<file path="config.mk">
export PLATFORM = sky130hd
export DESIGN_NAME = fifo_burst_rd_ctrl
export DESIGN_NICKNAME = d
export VERILOG_FILES = /design/src/rtl/fifo_burst_rd_pkg.sv /design/src/rtl/fifo_burst_skid.sv /design/src/rtl/fifo_burst_rd_ctrl.sv
export SDC_FILE = /design/constraint.sdc
export NUM_CORES = 1
export LEC_CHECK = 0
export CAP_MARGIN = 20
export CORE_AREA = 2 2 120 122
export CTS_CLUSTER_DIAMETER = 50
export DETAILED_ROUTE_END_ITERATION = 10
export DIE_AREA = 0 0 122 124
export DONT_BUFFER_PORTS = 1
export PLACE_DENSITY = 0.56
export SLEW_MARGIN = 20
export SYNTH_ARGS = -nofsm -noshare
export SYNTH_HDL_FRONTEND = slang
export SYNTH_SLANG_ARGS = --single-unit
</file>
<file path="constraint.sdc">
create_clock -name rd_clk -period 5.34 [get_ports rd_clk]
set_input_delay 0.534 -clock rd_clk [delete_from_list [all_inputs] [get_ports rd_clk]]
set_output_delay 0.534 -clock rd_clk [all_outputs]
set_load 0.02 [all_outputs]
</file>
<file path="src/rtl/fifo_burst_rd_pkg.sv">
// fifo_burst_rd_pkg
//   Shared definitions for the FIFO burst read controller: FSM state
//   encodings (plain localparams for legacy users, plus the typed enum)
//   and the skid buffer depth.
package fifo_burst_rd_pkg;

    localparam logic [1:0] S_IDLE  = 2'd0;
    localparam logic [1:0] S_REQ   = 2'd1;
    localparam logic [1:0] S_XFER  = 2'd2;
    localparam logic [1:0] S_DRAIN = 2'd3;

    typedef enum logic [1:0] {
        ST_IDLE  = S_IDLE,
        ST_REQ   = S_REQ,
        ST_XFER  = S_XFER,
        ST_DRAIN = S_DRAIN
    } state_e;

    localparam int SKID_DEPTH = 2;

endpackage

</file>
<file path="src/rtl/fifo_burst_skid.sv">
// fifo_burst_skid
//   Two-entry skid buffer between the FIFO read port and the DMA beat port.
//   Ports:
//     clk, rst_n : clock, async active-low reset
//     push, din  : write one word (FIFO read data, one cycle after rd_en)
//     pop        : remove the head word
//     dout       : head word (held until popped)
//     count      : current occupancy, 0..2
module fifo_burst_skid
    import fifo_burst_rd_pkg::*;
#(
    parameter int DATA_W = 32
) (
    input  logic              clk,
    input  logic              rst_n,
    input  logic              push,
    input  logic [DATA_W-1:0] din,
    input  logic              pop,
    output logic [DATA_W-1:0] dout,
    output logic [1:0]        count
);

    logic [DATA_W-1:0] ent0_q;
    logic [DATA_W-1:0] ent1_q;
    logic [1:0]        cnt_q;
    logic              push_ok;

    // A push into a full buffer is only legal when the head leaves the same cycle.
    assign push_ok = push && ((cnt_q != 2'(SKID_DEPTH)) || pop);

    always_ff @(posedge clk or negedge rst_n) begin
        if (!rst_n) begin
            ent0_q <= '0;
            ent1_q <= '0;
            cnt_q  <= '0;
        end else begin
            case ({push_ok, pop})
                2'b10: begin
                    if (cnt_q == 2'd0) ent0_q <= din;
                    else               ent1_q <= din;
                    cnt_q <= cnt_q + 2'd1;
                end
                2'b01: begin
                    ent0_q <= ent1_q;
                    cnt_q  <= cnt_q - 2'd1;
                end
                2'b11: begin
                    if (cnt_q == 2'd1) begin
                        ent0_q <= din;
                    end else begin
                        ent0_q <= ent1_q;
                        ent1_q <= din;
                    end
                end
                default: ;
            endcase
        end
    end

    assign dout  = ent0_q;
    assign count = cnt_q;

endmodule

</file>
<file path="src/rtl/fifo_burst_rd_ctrl.sv">
// fifo_burst_rd_ctrl
//   Drains a FIFO into DMA bursts: a full burst when the water level reaches
//   BURST_LEN, or a partial burst of the current level after TIMEOUT idle
//   cycles with a non-zero level below BURST_LEN.
//   Ports:
//     rd_clk, rd_rst_n          : FIFO read clock, async active-low reset
//     enable                    : allows new bursts (checked only in IDLE)
//     fifo_rd_water_level/empty : FIFO read-side status
//     fifo_rd_en, fifo_rd_data  : FIFO read port (data one cycle after en)
//     dma_req, dma_len, dma_gnt : burst request / length / one-cycle grant
//     dma_data, dma_valid, dma_ready, dma_last : beat stream
//     busy                      : any state other than IDLE
//
//   state | meaning
//   IDLE  | waiting for full level or partial-level timeout
//   REQ   | dma_req high with latched length, waiting for dma_gnt
//   XFER  | issuing FIFO reads until len words have been read
//   DRAIN | all reads issued, emptying the skid buffer until the last beat
module fifo_burst_rd_ctrl
    import fifo_burst_rd_pkg::*;
#(
    parameter int DATA_W    = 32,
    parameter int DEPTH_W   = 10,
    parameter int BURST_LEN = 32,
    parameter int TIMEOUT   = 1024,
    parameter int LEN_W     = 11
) (
    input  logic               rd_clk,
    input  logic               rd_rst_n,
    input  logic               enable,
    input  logic [DEPTH_W:0]   fifo_rd_water_level,
    input  logic               fifo_rd_empty,
    output logic               fifo_rd_en,
    input  logic [DATA_W-1:0]  fifo_rd_data,
    output logic               dma_req,
    output logic [LEN_W-1:0]   dma_len,
    input  logic               dma_gnt,
    output logic [DATA_W-1:0]  dma_data,
    output logic               dma_valid,
    input  logic               dma_ready,
    output logic               dma_last,
    output logic               busy
);

    localparam logic [DEPTH_W:0] BURST_LVL = (DEPTH_W+1)'(BURST_LEN);
    localparam logic [LEN_W-1:0] LEN_FULL  = LEN_W'(BURST_LEN);
    localparam logic [15:0]      TMO_LOAD  = 16'(TIMEOUT - 1);

    state_e           state_q;
    state_e           state_d;
    logic [LEN_W-1:0] len_q;
    logic [LEN_W-1:0] issued_q;
    logic [LEN_W-1:0] popped_q;
    logic [15:0]      tmo_q;
    logic             rd_en_q;
    logic [1:0]       skid_cnt;
    logic [2:0]       occ;
    logic             lvl_full;
    logic             lvl_part;
    logic             tmo_hit;
    logic             pop;

    fifo_burst_skid #(.DATA_W(DATA_W)) u_skid (
        .clk   (rd_clk),
        .rst_n (rd_rst_n),
        .push  (rd_en_q),
        .din   (fifo_rd_data),
        .pop   (pop),
        .dout  (dma_data),
        .count (skid_cnt)
    );

    assign dma_valid = (skid_cnt != 2'd0);
    assign dma_last  = dma_valid && (popped_q == (len_q - LEN_W'(1)));
    assign dma_req   = (state_q == ST_REQ);
    assign dma_len   = len_q;
    assign busy      = (state_q != ST_IDLE);

    always_comb begin
        lvl_full = (fifo_rd_water_level >= BURST_LVL);
        lvl_part = (fifo_rd_water_level != '0) && !lvl_full;
        tmo_hit  = (tmo_q == 16'd0);
        pop      = dma_valid && dma_ready;
        // Occupancy the skid will have once this cycle's in-flight word lands
        // and any pop retires; a new read is only safe if that leaves room.
        occ      = 3'(skid_cnt) + 3'(rd_en_q) - 3'(pop);
        fifo_rd_en = (state_q == ST_XFER) && (issued_q < len_q) &&
                     !fifo_rd_empty && (occ < 3'(SKID_DEPTH));

        state_d = state_q;
        case (state_q)
            ST_IDLE:  if (enable && (lvl_full || ((fifo_rd_water_level != '0) && tmo_hit)))
                          state_d = ST_REQ;
            ST_REQ:   if (dma_gnt) state_d = ST_XFER;
            ST_XFER:  if (issued_q == len_q) state_d = ST_DRAIN;
            ST_DRAIN: if (pop && dma_last) state_d = ST_IDLE;
            default:  state_d = ST_IDLE;
        endcase
    end

    always_ff @(posedge rd_clk or negedge rd_rst_n) begin
        if (!rd_rst_n) begin
            state_q  <= ST_IDLE;
            len_q    <= '0;
            issued_q <= '0;
            popped_q <= '0;
            tmo_q    <= TMO_LOAD;
            rd_en_q  <= 1'b0;
        end else begin
            state_q <= state_d;
            rd_en_q <= fifo_rd_en;

            if ((state_q == ST_IDLE) && (state_d == ST_REQ))
                len_q <= lvl_full ? LEN_FULL : LEN_W'(fifo_rd_water_level);

            // Down-counter; it parks at zero so a late enable fires at once
            // instead of waiting for a wrap.
            if ((state_q == ST_IDLE) && (state_d == ST_IDLE) && lvl_part) begin
                if (!tmo_hit) tmo_q <= tmo_q - 16'd1;
            end else begin
                tmo_q <= TMO_LOAD;
            end

            if ((state_q == ST_REQ) && dma_gnt) begin
                issued_q <= '0;
                popped_q <= '0;
            end else begin
                if (fifo_rd_en) issued_q <= issued_q + LEN_W'(1);
                if (pop)        popped_q <= popped_q + LEN_W'(1);
            end
        end
    end

endmodule

</file>
==> flow_metrics.env <==
export IMPL_status="complete, no violations"
export IMPL_nets=658
export IMPL_drv_slew=0
export IMPL_die_y_um=124
export IMPL_pin_count=97
export IMPL_clock_sinks=118
export IMPL_synth_most_common_cell="dfrtp_1"
export IMPL_worstMarginPinSlew_ns=1.06
export IMPL_crit_end="fifo_rd_en"
export IMPL_syn_avg_cell_area_um2=10.5
export IMPL_slew_headroom_pct=29.0
export IMPL_htreeDepth=4
export IMPL_path_clk_slew_ns=0.06
export IMPL_ys_flop_type="dfrtp_1"
export IMPL_syn_inst=585
export IMPL_fmax_ghz=0.226
export IMPL_min_period_ns=4.42
export IMPL_skew_ns=0.00661
export IMPL_cp_arrival_ns=3.89
export IMPL_yosysUniqueCellTypes=60
export IMPL_start_util_pct=44.6
export IMPL_insertion_delay_ns=0.42
export IMPL_endpoint_kind="primary output"
export IMPL_area_delta_synth_final_pct=12.8
export IMPL_period_share_pct=82.8
export IMPL_rows=43
export IMPL_yosysWarnings=0
export IMPL_peakVddDrop_mv=0.294
export IMPL_wirelength_um=14300
export IMPL_setup_viol=0
export IMPL_fill_cells=1236
export IMPL_r2r_cells=12
export IMPL_cts_path_max_buffers=2
export IMPL_critPathLaunchType="flip-flop"
export IMPL_grt_max_degree=119
export IMPL_synthTopCellsByArea="dfrtp_1 (44%), mux2i_1 (7.7%), mux2_2 (5.9%)"
export IMPL_fin_tns_setup_ns=0
export IMPL_syn_area_um2=6120
export IMPL_synth_common_cells="dfrtp_1 (108), nor2_1 (62), nand2_1 (50), mux2i_1 (47), a21oi_1 (44)"
export IMPL_route_detailed_drc=0
export IMPL_track_usage_pct=19.3
export IMPL_grt_setup_unrepaired="no"
export IMPL_overflow=0
export IMPL_num_vias=4409
export IMPL_synth_seq_cells=118
export IMPL_dr_pass1_iters=7
export IMPL_power_density_nw_per_um2=597
export IMPL_synthArstFlopShare_pct=100
export IMPL_drv_cap=0
export IMPL_worstPathMaxFanout=11
export IMPL_worstSetupPathType="reg2out"
export IMPL_die_x_um=122
export IMPL_fin_hold_ws_ns=0.0507
export IMPL_grt_pass1_vias=4519
export IMPL_p_leak_uw=0.00310
export IMPL_r2r_start="u_skid.count[1]"
export IMPL_yosysTopAreaCellShare_pct=44.1
export IMPL_r2r_end="issued_q[5]"
export IMPL_finalHoldViolations=0
export IMPL_grt_pass1_wl_um=22700
export IMPL_synth_edff_count=0
export IMPL_synth_fp_nets=654
export IMPL_drive_gt1_share_pct=15.6
export IMPL_worstPathRequired_ns=4.81
export IMPL_die_area_um2=15100
export IMPL_crit_start="u_skid.count[1]"
export IMPL_antenna_found_initial=0
export IMPL_ys_seq_area_share_pct=48.4
export IMPL_yosys_area_top_type="dfrtp_1"
export IMPL_antenna_left=0
export IMPL_gp_congestion=0.889
export IMPL_cts_buffers=17
export IMPL_n_antenna_cell=0
export IMPL_fp_coreArea_um2=13700
export IMPL_hp_class="in2async"
export IMPL_dp_hpwl_um=9710
export IMPL_portBuffers=0
export IMPL_wl_per_cell_um=18.3
export IMPL_drt_initial_drc_count=278
export IMPL_via_per_inst=5.64
export IMPL_rrSetupSlack_ns=1.56
export IMPL_cts_root_buf="clkbuf_16"
export IMPL_cts_tree="done"
-- repair_timing --
| item | CTS | global route |
|---|---|---|
| buffers inserted | 0 | 0 |
| hold endpoints to repair | 118 | 0 |
| hold buffers | 1 | 0 |
| resized for setup | 0 | 0 |
-- power by group --
part	internal [uW]	total (uW)	switching, uW
Sequential	1220	1720	501
Combinational	568	1270	701
Clock	661	1140	475
-- how the worst min path moves through the flow --
stage	endpoint	cells after the start	from	slack, ns
6_report	tmo_q[14]	1	rd_rst_n	0.05
5_1_grt	popped_q[0]	1	rd_rst_n	0.09
4_1_cts	dma_len[5]	1	rd_rst_n	0.10
3_5_place_dp	dma_len[5]	0	rd_rst_n	0.24
3_3_place_gp	dma_len[5]	0	rd_rst_n	0.24
2_1_floorplan	dma_len[0]	0	rd_rst_n	0.24
-- flip-flops by register name, summed over array words and instances, names as in the netlist --
name           count
tmo_q             16
u_skid.ent1_q     32
u_skid.dout       32
popped_q          11
state_q            2
rd_en_q            1
dma_len           11
u_skid.count       2
issued_q          11
-- layout by cell type (no fill, tap or decap), types with 2 or more instances in the layout --
| master | synthesis | final |
|---|---|---|
| dfrtp_1 | 108 | 108 |
| nor2_1 | 62 | 62 |
| nand2_1 | 50 | 48 |
| mux2i_1 | 47 | 47 |
| a21oi_1 | 44 | 44 |
| mux2_2 | 32 | 32 |
| inv_1 | 24 | 24 |
| ha_1 | 19 | 19 |
| clkbuf_16 | 0 | 17 |
| xor2_1 | 16 | 16 |
| xnor2_1 | 13 | 13 |
| nand3_1 | 12 | 12 |
| nor3_1 | 12 | 12 |
| o21ai_0 | 12 | 12 |
| a31oi_1 | 11 | 11 |
| nand4_1 | 10 | 10 |
| and3_1 | 10 | 10 |
| dfstp_2 | 10 | 10 |
| inv_6 | 0 | 9 |
| nand2b_1 | 8 | 8 |
| or3_1 | 7 | 7 |
| nor2b_1 | 5 | 5 |
| o211ai_1 | 4 | 4 |
| nor4_1 | 4 | 4 |
| or4_1 | 4 | 4 |
| nor4b_1 | 3 | 3 |
| and2_1 | 3 | 3 |
| inv_8 | 0 | 3 |
| or4_4 | 2 | 2 |
| o311ai_0 | 2 | 2 |
| nor3_2 | 2 | 2 |
| nor3_4 | 2 | 2 |
| a31o_2 | 2 | 2 |
| buf_4 | 0 | 2 |
-- stage by stage --
| stage | std cells | setup slack, ns | utilization [%] | power, uW | cell area, um2 |
|---|---|---|---|---|---|
| final | 782 | 0.916 | 50.4 | 4130 | 6910 |
| after global routing | 782 | 0.665 | 50.4 | 4390 | 6910 |
| after floorplan | 585 | 1.67 | - | 2660 | 6120 |
| after CTS | 782 | 0.925 | 50.3 | 4160 | 6900 |
| after detailed placement | 749 | 1.38 | 45.9 | 2980 | 6300 |
| after global placement | 749 | 1.47 | 45.9 | 2940 | 6300 |
-- per-layer routing --
metal	wire length (um)	GRT usage, %	vias to the layer above
li1	-	-	2104
met1	6020	23.8	2166
met2	6920	31.6	121
met3	1150	7.14	18
met4	193	6.25	0
met5	0	0	-
-- cells by family after synthesis --
kind of cell | synth area share [%]
DFF | 48.4
muxes | 13.6
adders and majority gates | 4.21
AOI/OAI and AO/OA | 9.79
and+or+nand+nor | 17.2
buffers and inverters | 2.66
xor gates and xnor gates | 4.15
-- worst max-delay path: stages, from the launching register on --
cell      delay (ns)
dfrtp_1         0.45
inv_1           0.10
ha_1            0.20
inv_1           0.26
nand2_1         0.26
inv_1           0.32
ha_1            0.29
nand2b_1        0.16
fa_1            0.38
xor2_1          0.17
or3_4           0.42
nor2_1          0.46
-- area by class of cell --
type | count | area, um2 | area share [%]
clock buffers | 17 | 425 | 6.16
clock inverters | 15 | 155 | 2.25
inverters | 24 | 90.1 | 1.30
multi-input cells | 425 | 3010 | 43.5
flip-flops and latches | 118 | 2970 | 42.9
well taps | 180 | 225 | 3.26
repair buffers | 3 | 42.5 | 0.616
Note: power is estimated with default switching activity, not from simulation.
